===== src/rtl/usart_rx_fifo_if.sv =====
// Receive-side consumer interface of usart_rx_fifo: head-of-FIFO entry,
// occupancy, overrun flag and the consumer's ready/accept strobe.
// The receiver drives the master modport, the consumer uses the slave modport.
interface usart_rx_fifo_if #(
  parameter int FIFO_DEPTH = 4
);
  localparam int CNT_W = $clog2(FIFO_DEPTH) + 1;

  logic [7:0]       rx_data;
  logic             rx_parity_error;
  logic             rx_framing_error;
  logic             rx_valid;
  logic             rx_ready;
  logic [CNT_W-1:0] rx_count;
  logic             overrun;

  modport master (
    output rx_data,
    output rx_parity_error,
    output rx_framing_error,
    output rx_valid,
    output rx_count,
    output overrun,
    input  rx_ready
  );

  modport slave (
    input  rx_data,
    input  rx_parity_error,
    input  rx_framing_error,
    input  rx_valid,
    input  rx_count,
    input  overrun,
    output rx_ready
  );
endinterface


===== src/rtl/usart_rx_fifo.sv =====
// USART receiver with a first-word-fall-through receive FIFO.
// The serial line is synchronized, frames are sampled mid-bit with a
// down-counting bit timer, and completed frames (data plus parity/framing
// flags) are queued for the consumer.
//
// state      | meaning
// -----------+-----------------------------------------------------------
// IDLE       | line idle, waiting for a falling edge (start bit)
// START      | half-bit wait, then confirm the start bit (glitch reject)
// DATA       | sampling data bits, LSB first, one per bit period
// PARITY     | sampling the parity bit (even/odd modes only)
// STOP       | sampling one or two stop bits, then requesting the push
// BREAK_WAIT | line still low after the frame; wait for it to go high
module usart_rx_fifo #(
  parameter int FIFO_DEPTH = 4,
  parameter int CPB_WIDTH  = 12
) (
  input  logic                 clock,
  input  logic                 reset,
  input  logic [CPB_WIDTH-1:0] clocks_per_bit,
  input  logic [1:0]           data_bits,
  input  logic [1:0]           parity_mode,
  input  logic                 two_stop,
  input  logic                 rx_pin,
  usart_rx_fifo_if.master      rx_if
);

  localparam int AW    = $clog2(FIFO_DEPTH);
  localparam int CNT_W = AW + 1;

  typedef enum logic [2:0] {
    IDLE,
    START,
    DATA,
    PARITY,
    STOP,
    BREAK_WAIT
  } state_t;

  // synchronizer
  logic rx_meta;
  logic rx_s;

  // frame receiver
  state_t               state;
  logic [CPB_WIDTH-1:0] timer;
  logic [CPB_WIDTH-1:0] cpb_r;
  logic [CPB_WIDTH-1:0] cpb_eff;
  logic [1:0]           bits_r;
  logic [1:0]           pmode_r;
  logic                 two_stop_r;
  logic [2:0]           bit_idx;
  logic [2:0]           last_idx;
  logic                 stop_idx;
  logic [7:0]           frame_data;
  logic                 par_acc;
  logic                 par_err;
  logic                 frm_err;
  logic                 push_pend;
  logic                 parity_en;

  // receive FIFO
  logic [9:0]       mem [FIFO_DEPTH];
  logic [AW-1:0]    wr_ptr;
  logic [AW-1:0]    rd_ptr;
  logic [CNT_W-1:0] count;
  logic             overrun_r;
  logic             full;
  logic             valid;
  logic             pop;
  logic             do_push;
  logic [9:0]       head;

  // Bit periods shorter than 4 clocks leave no room for a mid-bit sample.
  assign cpb_eff   = (clocks_per_bit < CPB_WIDTH'(4)) ? CPB_WIDTH'(4) : clocks_per_bit;
  assign last_idx  = {1'b0, bits_r} + 3'd4;
  assign parity_en = pmode_r[0] ^ pmode_r[1];

  // Two-flop synchronizer; resets to the idle (high) line level.
  always_ff @(posedge clock) begin
    if (!reset) begin
      rx_meta <= 1'b1;
      rx_s    <= 1'b1;
    end else begin
      rx_meta <= rx_pin;
      rx_s    <= rx_meta;
    end
  end

  // Frame receiver FSM: bit timing, data/parity/stop sampling, push request.
  always_ff @(posedge clock) begin
    if (!reset) begin
      state      <= IDLE;
      timer      <= '0;
      cpb_r      <= '0;
      bits_r     <= '0;
      pmode_r    <= '0;
      two_stop_r <= 1'b0;
      bit_idx    <= '0;
      stop_idx   <= 1'b0;
      frame_data <= '0;
      par_acc    <= 1'b0;
      par_err    <= 1'b0;
      frm_err    <= 1'b0;
      push_pend  <= 1'b0;
    end else begin
      push_pend <= 1'b0;
      case (state)
        IDLE: begin
          if (!rx_s) begin
            // Configuration is frozen for the whole frame from here on.
            cpb_r      <= cpb_eff;
            bits_r     <= data_bits;
            pmode_r    <= parity_mode;
            two_stop_r <= two_stop;
            timer      <= (cpb_eff >> 1) - CPB_WIDTH'(1);
            bit_idx    <= '0;
            stop_idx   <= 1'b0;
            frame_data <= '0;
            par_acc    <= 1'b0;
            par_err    <= 1'b0;
            frm_err    <= 1'b0;
            state      <= START;
          end
        end
        START: begin
          if (timer != '0) begin
            timer <= timer - CPB_WIDTH'(1);
          end else if (rx_s) begin
            state <= IDLE;
          end else begin
            timer <= cpb_r - CPB_WIDTH'(1);
            state <= DATA;
          end
        end
        DATA: begin
          if (timer != '0) begin
            timer <= timer - CPB_WIDTH'(1);
          end else begin
            frame_data[bit_idx] <= rx_s;
            par_acc             <= par_acc ^ rx_s;
            timer               <= cpb_r - CPB_WIDTH'(1);
            if (bit_idx == last_idx) begin
              state <= parity_en ? PARITY : STOP;
            end else begin
              bit_idx <= bit_idx + 3'd1;
            end
          end
        end
        PARITY: begin
          if (timer != '0) begin
            timer <= timer - CPB_WIDTH'(1);
          end else begin
            // Even mode expects an XOR of 0, odd mode (2) an XOR of 1.
            par_err <= par_acc ^ rx_s ^ (pmode_r == 2'd2);
            timer   <= cpb_r - CPB_WIDTH'(1);
            state   <= STOP;
          end
        end
        STOP: begin
          if (timer != '0) begin
            timer <= timer - CPB_WIDTH'(1);
          end else begin
            if (!rx_s) begin
              frm_err <= 1'b1;
            end
            if (two_stop_r && !stop_idx) begin
              stop_idx <= 1'b1;
              timer    <= cpb_r - CPB_WIDTH'(1);
            end else begin
              // A low final stop bit means a break; wait it out so it
              // yields a single entry.
              push_pend <= 1'b1;
              state     <= rx_s ? IDLE : BREAK_WAIT;
            end
          end
        end
        BREAK_WAIT: begin
          if (rx_s) begin
            state <= IDLE;
          end
        end
        default: state <= IDLE;
      endcase
    end
  end

  assign full    = (count == CNT_W'(FIFO_DEPTH));
  assign valid   = (count != '0);
  assign pop     = valid && rx_if.rx_ready;
  // A push into a full FIFO is still accepted when the head leaves on the same edge.
  assign do_push = push_pend && (!full || pop);

  // FIFO pointers, occupancy and the sticky overrun flag.
  always_ff @(posedge clock) begin
    if (!reset) begin
      wr_ptr    <= '0;
      rd_ptr    <= '0;
      count     <= '0;
      overrun_r <= 1'b0;
    end else begin
      if (do_push) begin
        wr_ptr <= wr_ptr + AW'(1);
      end
      if (pop) begin
        rd_ptr    <= rd_ptr + AW'(1);
        overrun_r <= 1'b0;
      end else if (push_pend && full) begin
        overrun_r <= 1'b1;
      end
      case ({do_push, pop})
        2'b10:   count <= count + CNT_W'(1);
        2'b01:   count <= count - CNT_W'(1);
        default: count <= count;
      endcase
    end
  end

  // FIFO storage: {framing_error, parity_error, data}; contents need no reset.
  always_ff @(posedge clock) begin
    if (do_push) begin
      mem[wr_ptr] <= {frm_err, par_err, frame_data};
    end
  end

  // Head entry shown combinationally; forced to zero while empty.
  assign head                   = mem[rd_ptr];
  assign rx_if.rx_valid         = valid;
  assign rx_if.rx_data          = valid ? head[7:0] : 8'h00;
  assign rx_if.rx_parity_error  = valid ? head[8] : 1'b0;
  assign rx_if.rx_framing_error = valid ? head[9] : 1'b0;
  assign rx_if.rx_count         = count;
  assign rx_if.overrun          = overrun_r;

endmodule


===== src/flat_wrapper.sv =====
// flat-port wrapper written by rule: the top's interface ports become plain ports
module usart_rx_fifo_flat 
#(
  parameter int FIFO_DEPTH = 4,
  parameter int CPB_WIDTH  = 12
)
  (clock, reset, clocks_per_bit, data_bits, parity_mode, two_stop, rx_pin, rx_if_rx_data, rx_if_rx_parity_error, rx_if_rx_framing_error, rx_if_rx_valid, rx_if_rx_count, rx_if_overrun, rx_if_rx_ready);
  usart_rx_fifo_if #(.FIFO_DEPTH(FIFO_DEPTH)) rx_if_i ();
  input  logic clock;
  input  logic reset;
  input  logic [CPB_WIDTH-1:0] clocks_per_bit;
  input  logic [1:0] data_bits;
  input  logic [1:0] parity_mode;
  input  logic two_stop;
  input  logic rx_pin;
  output wire logic [$bits(rx_if_i.rx_data)-1:0] rx_if_rx_data;
  output wire logic [$bits(rx_if_i.rx_parity_error)-1:0] rx_if_rx_parity_error;
  output wire logic [$bits(rx_if_i.rx_framing_error)-1:0] rx_if_rx_framing_error;
  output wire logic [$bits(rx_if_i.rx_valid)-1:0] rx_if_rx_valid;
  output wire logic [$bits(rx_if_i.rx_count)-1:0] rx_if_rx_count;
  output wire logic [$bits(rx_if_i.overrun)-1:0] rx_if_overrun;
  input wire logic [$bits(rx_if_i.rx_ready)-1:0] rx_if_rx_ready;
  assign rx_if_rx_data = rx_if_i.rx_data;
  assign rx_if_rx_parity_error = rx_if_i.rx_parity_error;
  assign rx_if_rx_framing_error = rx_if_i.rx_framing_error;
  assign rx_if_rx_valid = rx_if_i.rx_valid;
  assign rx_if_rx_count = rx_if_i.rx_count;
  assign rx_if_overrun = rx_if_i.overrun;
  assign rx_if_i.rx_ready = rx_if_rx_ready;
  usart_rx_fifo #(.FIFO_DEPTH(FIFO_DEPTH), .CPB_WIDTH(CPB_WIDTH)) u_core (.clock(clock), .reset(reset), .clocks_per_bit(clocks_per_bit), .data_bits(data_bits), .parity_mode(parity_mode), .two_stop(two_stop), .rx_pin(rx_pin), .rx_if(rx_if_i));
endmodule

===== config.mk =====
export PLATFORM = sky130hd
export DESIGN_NAME = usart_rx_fifo_flat
export DESIGN_NICKNAME = d
export VERILOG_FILES = /design/src/rtl/usart_rx_fifo_if.sv /design/src/rtl/usart_rx_fifo.sv /design/src/flat_wrapper.sv
export SDC_FILE = /design/constraint.sdc
export NUM_CORES = 1
export LEC_CHECK = 0
export ABC_AREA = 1
export BUFFER_PORTS_ARGS = -buffer_cell sky130_fd_sc_hd__buf_4
export CORE_MARGIN = 2
export CORE_UTILIZATION = 47
export CTS_BUF_LIST = sky130_fd_sc_hd__clkbuf_2 sky130_fd_sc_hd__clkbuf_4 sky130_fd_sc_hd__clkbuf_8
export DETAILED_ROUTE_END_ITERATION = 10
export GPL_ROUTABILITY_DRIVEN = 0
export SYNTH_ARGS = -nofsm -noshare
export SYNTH_HDL_FRONTEND = slang
export SYNTH_SLANG_ARGS = --single-unit

===== constraint.sdc =====
create_clock -name clock -period 2.44 [get_ports clock]
set_input_delay 0.61 -clock clock [delete_from_list [all_inputs] [get_ports clock]]
set_output_delay 0.61 -clock clock [all_outputs]
set_load 0.02 [all_outputs]

==> impl_metrics.toml, run 1 <==
[power_and_ir_drop]
p_leak_nw = 2.21
peakVddDrop_uv = 509
power_density_mw_per_mm2 = 858
finalPower_w = 0.00470

[worst_setup_path]
max_stage_delay_ns = 0.40
crit_buf_inv = 2
r2r-end = "u_core.timer[10]"
r2r-start = "u_core.state[0]"
cp.required_ns = 1.83
ff2ff_setup_slack_ns = 0.31
crit_type = "reg -> out"
path_max_fanout = 20
slowest_stage = "inv_1"
crit_path_end_kind = "output pin"
worstPathArrival_ns = 1.64
cpLargestDelayFamily = "buffers and inverters"
reg2regPathDepth = 13
path_cells = "inv_1, o21ai_0, a21oi_1, buf_4"
startpoint_type = "flop"

[detailed_routing]
avgRoutedWirePerCell_um = 13.7
drt_iter0_drc = 207
vias = 3985
firstDrtPassIters = 6
vias_per_cell = 5.12
route.detailed.drc = 0
detail-route-antenna-nets = 0
finalWirelength_um = 10700

[synth]
synth_compound_area_share_pct = 14.0
synth_edf_count = 40
synth_nets = 627
ys_warn_count = 0
syn_inst = 597
synthMostInstantiatedCell = "nor2_1"
muxShareOfSynthArea_pct = 0
synth_seq_cells = 100
yosysSeqAreaShare_pct = 49.6
ys_types = 43
syn-cell-area_mm2 = 0.00484
synth-simple-area-share_pct = 25.0
synthFlopType = "dfxtp_1"
postSynth.asyncResetShare_pct = 0
synthTopCellsByCount = "nor2_1 (90), nand2_1 (74), o21ai_0 (68)"
synthAdderAreaFrac_pct = 2.48
synth_top_area_share_pct = 24.8
yosys-top-cells-area = "dfxtp_1 (25%), edfxtp_1 (25%), o21ai_0 (7.0%), nor2_1 (7.0%), nand2_1 (5.7%)"
syn_area_per_cell_um2 = 8.11
synth_xor_area_share_pct = 0.904
yosys.area.top_type = "dfxtp_1"
synth_top_family_by_area = "simple AND/OR/NAND/NOR gates"

[global_route]
grt_usage_pct = 19.9
grtUsageMet1_pct = 23.4
use_met3_pct = 3.22
met2_usage_pct = 36.4
grt_first_pass_wirelength_um = 17700
grt.busiest_layer = "met2"
antenna_found_initial = 0
grt_pass1_vias = 3825
grt-ovfl-total = 0
grt_max_degree = 23

[final_layout]
drive_above_1_share_pct = 17.6
fillers = 962
multi_input_area_mm2 = 0.00205
syn2layout_area_growth_pct = 13.1
diodes = 0
fin_nets = 667
regArea_mm2 = 0.00240
stdcell_count = 778
postLayoutCoreUtil_pct = 53.8

[clocking]
cts_buffer_depth = 2
h-tree-depth = 3
worstSkewPairLatency_ns = 0.36
ctsResizeCount = 0
clk_pin_slew_worst_paths_ns = 0.10
cts_sinks = 100
cts_root_buffer = "clkbuf_8"
cts_tree = "yes"
cts_made_buffers = 9
postCtsSetupRepairBufs = 0
hold_buffers = 0

[job]
cap_violations = 0

[timing]
period_needed_ns = 2.25
finalSetupViolations = 0
max_slew_margin_pct = 52.7
rsz0062_at_grt = "false"
timing.final.ws_setup_ns = 0.195
maxSlewViolCount = 0
max_freq_mhz = 445
tightest_slew_ns = 0.709
finalClockSkew_ns = 0.0128
hold_violations = 0
fin_crit_sh_pct = 92.0
setup_tns_ns = 0

[worst_hold_path]
min_from = "rx_pin"
whs_path_depth = 2
min_to = "u_core.rx_meta"
hold_path_class = "in -> reg"

[floorplan]
die_x_um = 106
num_rows = 37
die-area_mm2 = 0.0111
initial_core_util_pct = 47.6
pin_count = 36
die_h_um = 106
core_mm2 = 0.0102

[placed_design]
dp_slack_ns = 0.0293
io_buffers = 35
dp_hpwl_um = 7600
dp.cells = 762

[outcome]
status = "complete, no violations"
-- cells by family (layout without fill, tap and decap cells) --
logic type      after synthesis  count (layout)
flops                       100             100
xor+xnor                      5               5
simple gates                261             261
buf+inv                      94             139
fa+ha+maj                     9               9
compound gates              128             128
-- worst max-delay path by stage --
stage / slack (ns) / cells after the start / end / from
floorplan: 0.37 / 11 / u_core.rx_if.rx_count[2] / u_core.rx_if.rx_count[2]
global placement: 0.1 / 12 / u_core.timer[10] / clocks_per_bit[9]
detailed placement: 0.03 / 12 / u_core.timer[10] / clocks_per_bit[9]
CTS: 0.15 / 5 / rx_if_rx_parity_error / flop
global route: 0.04 / 4 / rx_if_rx_data[7] / flop
finish: 0.19 / 4 / rx_if_rx_parity_error / flop
-- state kept, by name, indices dropped and copies added (netlist names), 2 cells and up, named ones only --
register / flops
u_core.cpb_r: 12
u_core.state: 3
u_core.timer: 12
u_core.rx_if.rx_count: 3
u_core.pmode_r: 2
u_core.frame_data: 8
u_core.mem: 40
u_core.wr_ptr: 2
u_core.bits_r: 2
u_core.rd_ptr: 2
u_core.bit_idx: 3
-- routing by layer --
layer	part of all wire [%]	wire length [um]	vias to the layer above
li1	-	-	2048
met1	43	4620	1842
met2	51	5440	78
met3	3.5	375	17
met4	2.1	227	0
met5	0	0	-
-- area by class of cell --
type,count,share of cell area (%)
Clock buffer,10,2.51
Clock inverter,6,1.03
Inverter,72,5.09
Multi-Input combinational cell,403,37.4
Sequential cell,100,43.8
Tap cell,136,3.11
Timing Repair Buffer,51,6.99
-- cell usage in the layout, fill, tap and decap left out, drive strengths merged, types with 8 or more instances in the layout --
cell,n
edfxtp,40
clkbuf,10
nor3,10
nand3,49
dfxtp,60
nor2,100
o21ai,73
nand2,93
a21oi,44
ha,8
inv,73
buf,51
-- metrics by stage --
step                area [um2]  hold slack [ns]
global placement          5280            0.436
finish                    5480            0.434
CTS                       5480            0.417
floorplan                 4840            0.393
global route              5480            0.417
detailed placement        5280            0.427
-- power breakdown --
group | switching (W) | total [W] | internal (W)
Combinational | 0.00113 | 0.00171 | 0.000572
Sequential | 0.000118 | 0.00197 | 0.00185
Clock | 0.000606 | 0.00102 | 0.000419
Total | 0.00186 | 0.00470 | 0.00285
No activity file was read; power rests on OpenSTA's default activity.
==> run 2, diff against run 1 <==
--- a/config.mk
+++ b/config.mk
@@ -12,6 +12,7 @@
 export CTS_BUF_LIST = sky130_fd_sc_hd__clkbuf_2 sky130_fd_sc_hd__clkbuf_4 sky130_fd_sc_hd__clkbuf_8
 export DETAILED_ROUTE_END_ITERATION = 10
 export GPL_ROUTABILITY_DRIVEN = 0
+export PLACE_DENSITY = 0.68
 export SYNTH_ARGS = -nofsm -noshare
 export SYNTH_HDL_FRONTEND = slang
 export SYNTH_SLANG_ARGS = --single-unit
==> run 2 against run 1 <==
  * Sequential cell count stayed put
  * Critical path type unchanged
  * Global-route usage is 0.51 points higher
  * Highest routed layer unchanged
  * Power is 1.2% higher
  * Largest cell class unchanged
  * Core utilization is 0.061 points higher
  * Critical path depth is 2 higher
  * Cell area is 0.11% higher
  * Worst hold slack worse by 0.014 ns
  * Clock-buffer cell count is 1 lower
==> impl_metrics.toml, run 2 (synthesis gave the netlist of run 1 again) <==
[global_route]
grt_first_pass_wirelength_um = 18300
antenna_found_initial = 0
grt_pass1_vias = 3858
grt_usage_pct = 20.4
grt_max_degree = 29
grt-ovfl-total = 0

[timing]
tightest_slew_ns = 0.667
finalSetupViolations = 0
timing.hold.ws_ns = 0.420
timing.final.ws_setup_ns = 0.212
period_needed_ns = 2.23
setup_tns_ns = 0
hold_violations = 0
finalClockSkew_ns = 0.0142
max_slew_margin_pct = 55.5
max_freq_mhz = 449
fin_crit_sh_pct = 91.3
maxSlewViolCount = 0

[clocking]
worstSkewPairLatency_ns = 0.37
cts_root_buffer = "clkbuf_8"
cts_buffer_depth = 2
clk_pin_slew_worst_paths_ns = 0.11
h-tree-depth = 3
cts_sinks = 100
cts_made_buffers = 9
cts_tree = "yes"

[floorplan]
initial_core_util_pct = 47.6
pin_count = 36
core_mm2 = 0.0102
num_rows = 37
die_x_um = 106
die_h_um = 106
die-area_mm2 = 0.0111

[detailed_routing]
drt_iter0_drc = 190
firstDrtPassIters = 5
vias_per_cell = 5.15
vias = 4008
route.detailed.drc = 0
avgRoutedWirePerCell_um = 13.6
finalWirelength_um = 10600
detail-route-antenna-nets = 0

[final_layout]
top_register = "u_core.mem"
stdcell_count = 778
diodes = 0
layout_common_cells = "nor2_1 (90), nand2_1 (74), o21ai_0 (68), inv_1 (65), dfxtp_1 (60)"
syn2layout_area_growth_pct = 13.2
reg_top3 = "u_core.mem: 40 flops, u_core.cpb_r: 12 flops, u_core.timer: 12 flops"
final_common_cell = "nor2_1"
fin_nets = 667
fillers = 981
largest_reg_flops = 40
drive_above_1_share_pct = 17.6

[worst_setup_path]
max_stage_delay_ns = 0.39
slowest_stage = "dfxtp_1"
startpoint_type = "flop"
r2r-start = "u_core.timer[8]"
cp.required_ns = 1.83
path_cells = "buf_4, nor2_1, nor2_1, o21ai_0, a21oi_1, buf_4"
crit_path_end_kind = "output pin"
crit_type = "reg -> out"
worstPathArrival_ns = 1.62
ff2ff_setup_slack_ns = 0.24
path_max_fanout = 20

[worst_hold_path]
hold_path_class = "in -> reg"
min_from = "rx_pin"

[placed_design]
io_buffers = 35
dp.cells = 762
dp_hpwl_um = 7430
dp_slack_ns = 0.0754

[power_and_ir_drop]
p_leak_nw = 2.22
power_density_mw_per_mm2 = 867
p_int_w = 0.00284
finalPower_w = 0.00476
switchingPower_w = 0.00192
power.share.sequential_pct = 41.5
combPwrFrac_pct = 36.3
p_clk_share_pct = 22.3
p_sw_share_pct = 40.3
peakVddDrop_uv = 586

[outcome]
status = "complete, no violations"

[job]
cap_violations = 0
[run 2: final timing paths]
check / to / depth (start not counted)
min: u_core.rx_meta / 2
max reg2reg: u_core.timer[10] / 14
max: rx_if_rx_data[0] / 6
min reg2reg: u_core.rx_s / 1
[run 2: power by group through the flow]
stage / Clock (W) / Combinational (W) / Sequential, W
global placement: 0 / 0.00169 / 0.00200
detailed placement: 0 / 0.00171 / 0.00201
CTS: 0.00109 / 0.00172 / 0.00197
global route: 0.00115 / 0.00195 / 0.00199
finish: 0.00106 / 0.00173 / 0.00197
floorplan: 0 / 0.00142 / 0.00196
[run 2: through the flow]
stage | util [%] | cell area, um2
6_report | 53.9 | 5490
5_1_grt | 53.9 | 5490
4_1_cts | 53.8 | 5480
3_5_place_dp | 51.9 | 5280
3_3_place_gp | 51.9 | 5280
2_1_floorplan | - | 4840
[run 2: final cells by class]
type	instances	area (um2)	share of cell area [%]
sequential	100	2400	43.8
clock inverter	7	76.3	1.39
clock buffer	9	124	2.26
timing repair buffer	51	383	6.98
inverter	72	279	5.09
tap	136	170	3.10
multi-input combinational	403	2050	37.4
[run 2: critical path: cells and delay by family (launching register included)]
| family | cells | cell delay, ns |
|---|---|---|
| compound gates | 2 | 0.28 |
| flops | 1 | 0.39 |
| simple gates | 2 | 0.16 |
| buf+inv | 2 | 0.43 |
[run 2: what timing repair did]
action,4_1_cts,5_1_grt
gates resized for setup,0,1
setup endpoints to repair,0,1
buffers inserted,0,0
hold buffers,0,0
[run 2: layer usage]
metal,up-vias,global-route usage [%],share of wire (%),wire length (um)
met5,-,0,0,0
met4,0,6.77,2.0,212
met3,21,3.40,3.4,362
met2,80,35.5,50,5240
met1,1864,25.8,45,4770
li1,2043,-,-,-
==> run 3, diff against run 2 <==
--- a/config.mk
+++ b/config.mk
@@ -8,11 +8,11 @@
 export ABC_AREA = 1
 export BUFFER_PORTS_ARGS = -buffer_cell sky130_fd_sc_hd__buf_4
 export CORE_MARGIN = 2
-export CORE_UTILIZATION = 47
+export CORE_UTILIZATION = 60
 export CTS_BUF_LIST = sky130_fd_sc_hd__clkbuf_2 sky130_fd_sc_hd__clkbuf_4 sky130_fd_sc_hd__clkbuf_8
 export DETAILED_ROUTE_END_ITERATION = 10
 export GPL_ROUTABILITY_DRIVEN = 0
-export PLACE_DENSITY = 0.68
+export PLACE_DENSITY = 0.83
 export SYNTH_ARGS = -nofsm -noshare
 export SYNTH_HDL_FRONTEND = slang
 export SYNTH_SLANG_ARGS = --single-unit
==> run 3 against run 2 <==
  * Power is 1.4% lower
  * Clock skew is 0.0015 ns lower
  * Register-to-register slack better by 0.12 ns
  * Sequential cell count stayed put
  * Cell area is 1.4% lower
  * Setup slack worse by 0.011 ns
  * Sequential share of layout area is 0.63 points higher
  * Global-route usage is 5.2 points higher
  * Via count is 2.4% higher
  * Worst hold slack better by 0.017 ns
  * Largest cell class unchanged
  * Largest power group unchanged
==> impl_metrics.toml, run 3 (synthesis gave the netlist of run 1 again) <==
[power_and_ir_drop]
peakVddDrop_uv = 562
p_int_w = 0.00280
p_clk_share_pct = 21.1
p_leak_nw = 2.19
power_density_mw_per_mm2 = 867
p_sw_share_pct = 40.3
combPwrFrac_pct = 36.7
switchingPower_w = 0.00189
power.share.sequential_pct = 42.3

[global_route]
grt_pass1_vias = 3928
antenna_found_initial = 0
grt_first_pass_wirelength_um = 17700
grt_max_degree = 28
grt_usage_pct = 25.6
grt-ovfl-total = 0

[timing]
period_needed_ns = 2.24
rsz0062_at_grt = "false"
setup_tns_ns = 0
timing.hold.ws_ns = 0.437
tightest_slew_ns = 0.739
max_freq_mhz = 447
max_slew_margin_pct = 50.7
maxSlewViolCount = 0
finalClockSkew_ns = 0.0127
hold_violations = 0
fin_crit_sh_pct = 91.8
finalSetupViolations = 0

[final_layout]
regArea_mm2 = 0.00240
fin_nets = 665
multi_input_area_mm2 = 0.00205
layout_common_cells = "nor2_1 (90), nand2_1 (74), o21ai_0 (68), inv_1 (66), dfxtp_1 (60)"
postLayoutCoreUtil_pct = 69.6
fin_area_mm2 = 0.00541
largest_reg_flops = 40
drive_above_1_share_pct = 17.2
reg_top3 = "u_core.mem: 40 flops, u_core.cpb_r: 12 flops, u_core.timer: 12 flops"
top_register = "u_core.mem"
fillers = 627
diodes = 0
final_common_cell = "nor2_1"
syn2layout_area_growth_pct = 11.6

[worst_setup_path]
reg2regPathDepth = 13
worstPathArrival_ns = 1.63
crit_path_end_kind = "output pin"
crit_type = "reg -> out"
ff2ff_setup_slack_ns = 0.36
r2r-start = "u_core.state[0]"
r2r-end = "u_core.timer[10]"
cp.required_ns = 1.83
path_max_fanout = 20
startpoint_type = "flop"

[worst_hold_path]
min_from = "rx_pin"
hold_path_class = "in -> reg"
whs_path_depth = 2
min_to = "u_core.rx_meta"

[clocking]
hold_buffers = 0
worstSkewPairLatency_ns = 0.37
h-tree-depth = 3
cts_root_buffer = "clkbuf_8"
postCtsSetupRepairBufs = 0
cts_tree = "yes"
cts_made_buffers = 9
ctsResizeCount = 0
cts_sinks = 100
cts_buffer_depth = 2
clk_pin_slew_worst_paths_ns = 0.10

[floorplan]
core_mm2 = 0.00777
num_rows = 32
die_x_um = 93.9
die-area_mm2 = 0.00881
initial_core_util_pct = 62.4
die_h_um = 93.9
pin_count = 36

[detailed_routing]
vias = 4103
firstDrtPassIters = 5
vias_per_cell = 5.53
finalWirelength_um = 10400
detail-route-antenna-nets = 0
drt_iter0_drc = 223
avgRoutedWirePerCell_um = 14.0
route.detailed.drc = 0

[outcome]
status = "complete, no violations"

[job]
cap_violations = 0

[placed_design]
placedInstanceArea_mm2 = 0.00522
io_buffers = 35
dp_hpwl_um = 7460
-- run 3: cell type report --
| type | instances | area share [%] |
|---|---|---|
| Sequential cell | 100 | 44.4 |
| Clock buffer | 9 | 2.29 |
| Timing Repair Buffer | 49 | 6.80 |
| Inverter | 72 | 5.09 |
| Multi-Input combinational cell | 403 | 37.9 |
| Clock inverter | 7 | 1.11 |
| Tap cell | 102 | 2.36 |
-- run 3: critical path, stage by stage (launching register included) --
cell,delay [ns]
dfxtp_1,0.32
inv_1,0.37
o21ai_0,0.18
a21oi_1,0.20
buf_4,0.17
-- run 3: power groups by stage --
| stage | clock network (W) | registers [W] | logic (W) |
|---|---|---|---|
| 2_1_floorplan | 0 | 0.00196 | 0.00142 |
| 3_3_place_gp | 0 | 0.00201 | 0.00163 |
| 3_5_place_dp | 0 | 0.00201 | 0.00168 |
| 4_1_cts | 0.00100 | 0.00198 | 0.00170 |
| 5_1_grt | 0.00107 | 0.00199 | 0.00191 |
| 6_report | 0.000988 | 0.00198 | 0.00172 |
-- run 3: routing by layer --
layer | share of wire, % | global-route usage (%) | up-vias | routed length (um)
li1 | - | - | 2038 | -
met1 | 41 | 30.6 | 1869 | 4280
met2 | 50 | 44.6 | 162 | 5200
met3 | 5.7 | 4.17 | 34 | 598
met4 | 3.1 | 12.6 | 0 | 326
met5 | 0 | 0 | - | 0
-- run 3: through the flow --
stage / worst slack (ns) / total power, W / std cells
floorplan: 0.373 / 0.00338 / 597
global placement: 0.217 / 0.00364 / 726
detailed placement: 0.179 / 0.00370 / 726
CTS: 0.192 / 0.00468 / 742
global route: 0.0275 / 0.00497 / 742
finish: 0.201 / 0.00469 / 742
-- run 3: worst max path at each step --
stage | endpoint | start | slack, ns | cells past startpoint
floorplan | u_core.rx_if.rx_count[2] | u_core.rx_if.rx_count[2] | 0.37 | 11
global placement | u_core.timer[10] | clocks_per_bit[7] | 0.22 | 12
detailed placement | u_core.timer[10] | clocks_per_bit[2] | 0.18 | 12
CTS | rx_if_rx_data[4] | flop | 0.19 | 4
global route | rx_if_rx_data[3] | flop | 0.03 | 5
finish | rx_if_rx_data[4] | flop | 0.20 | 4
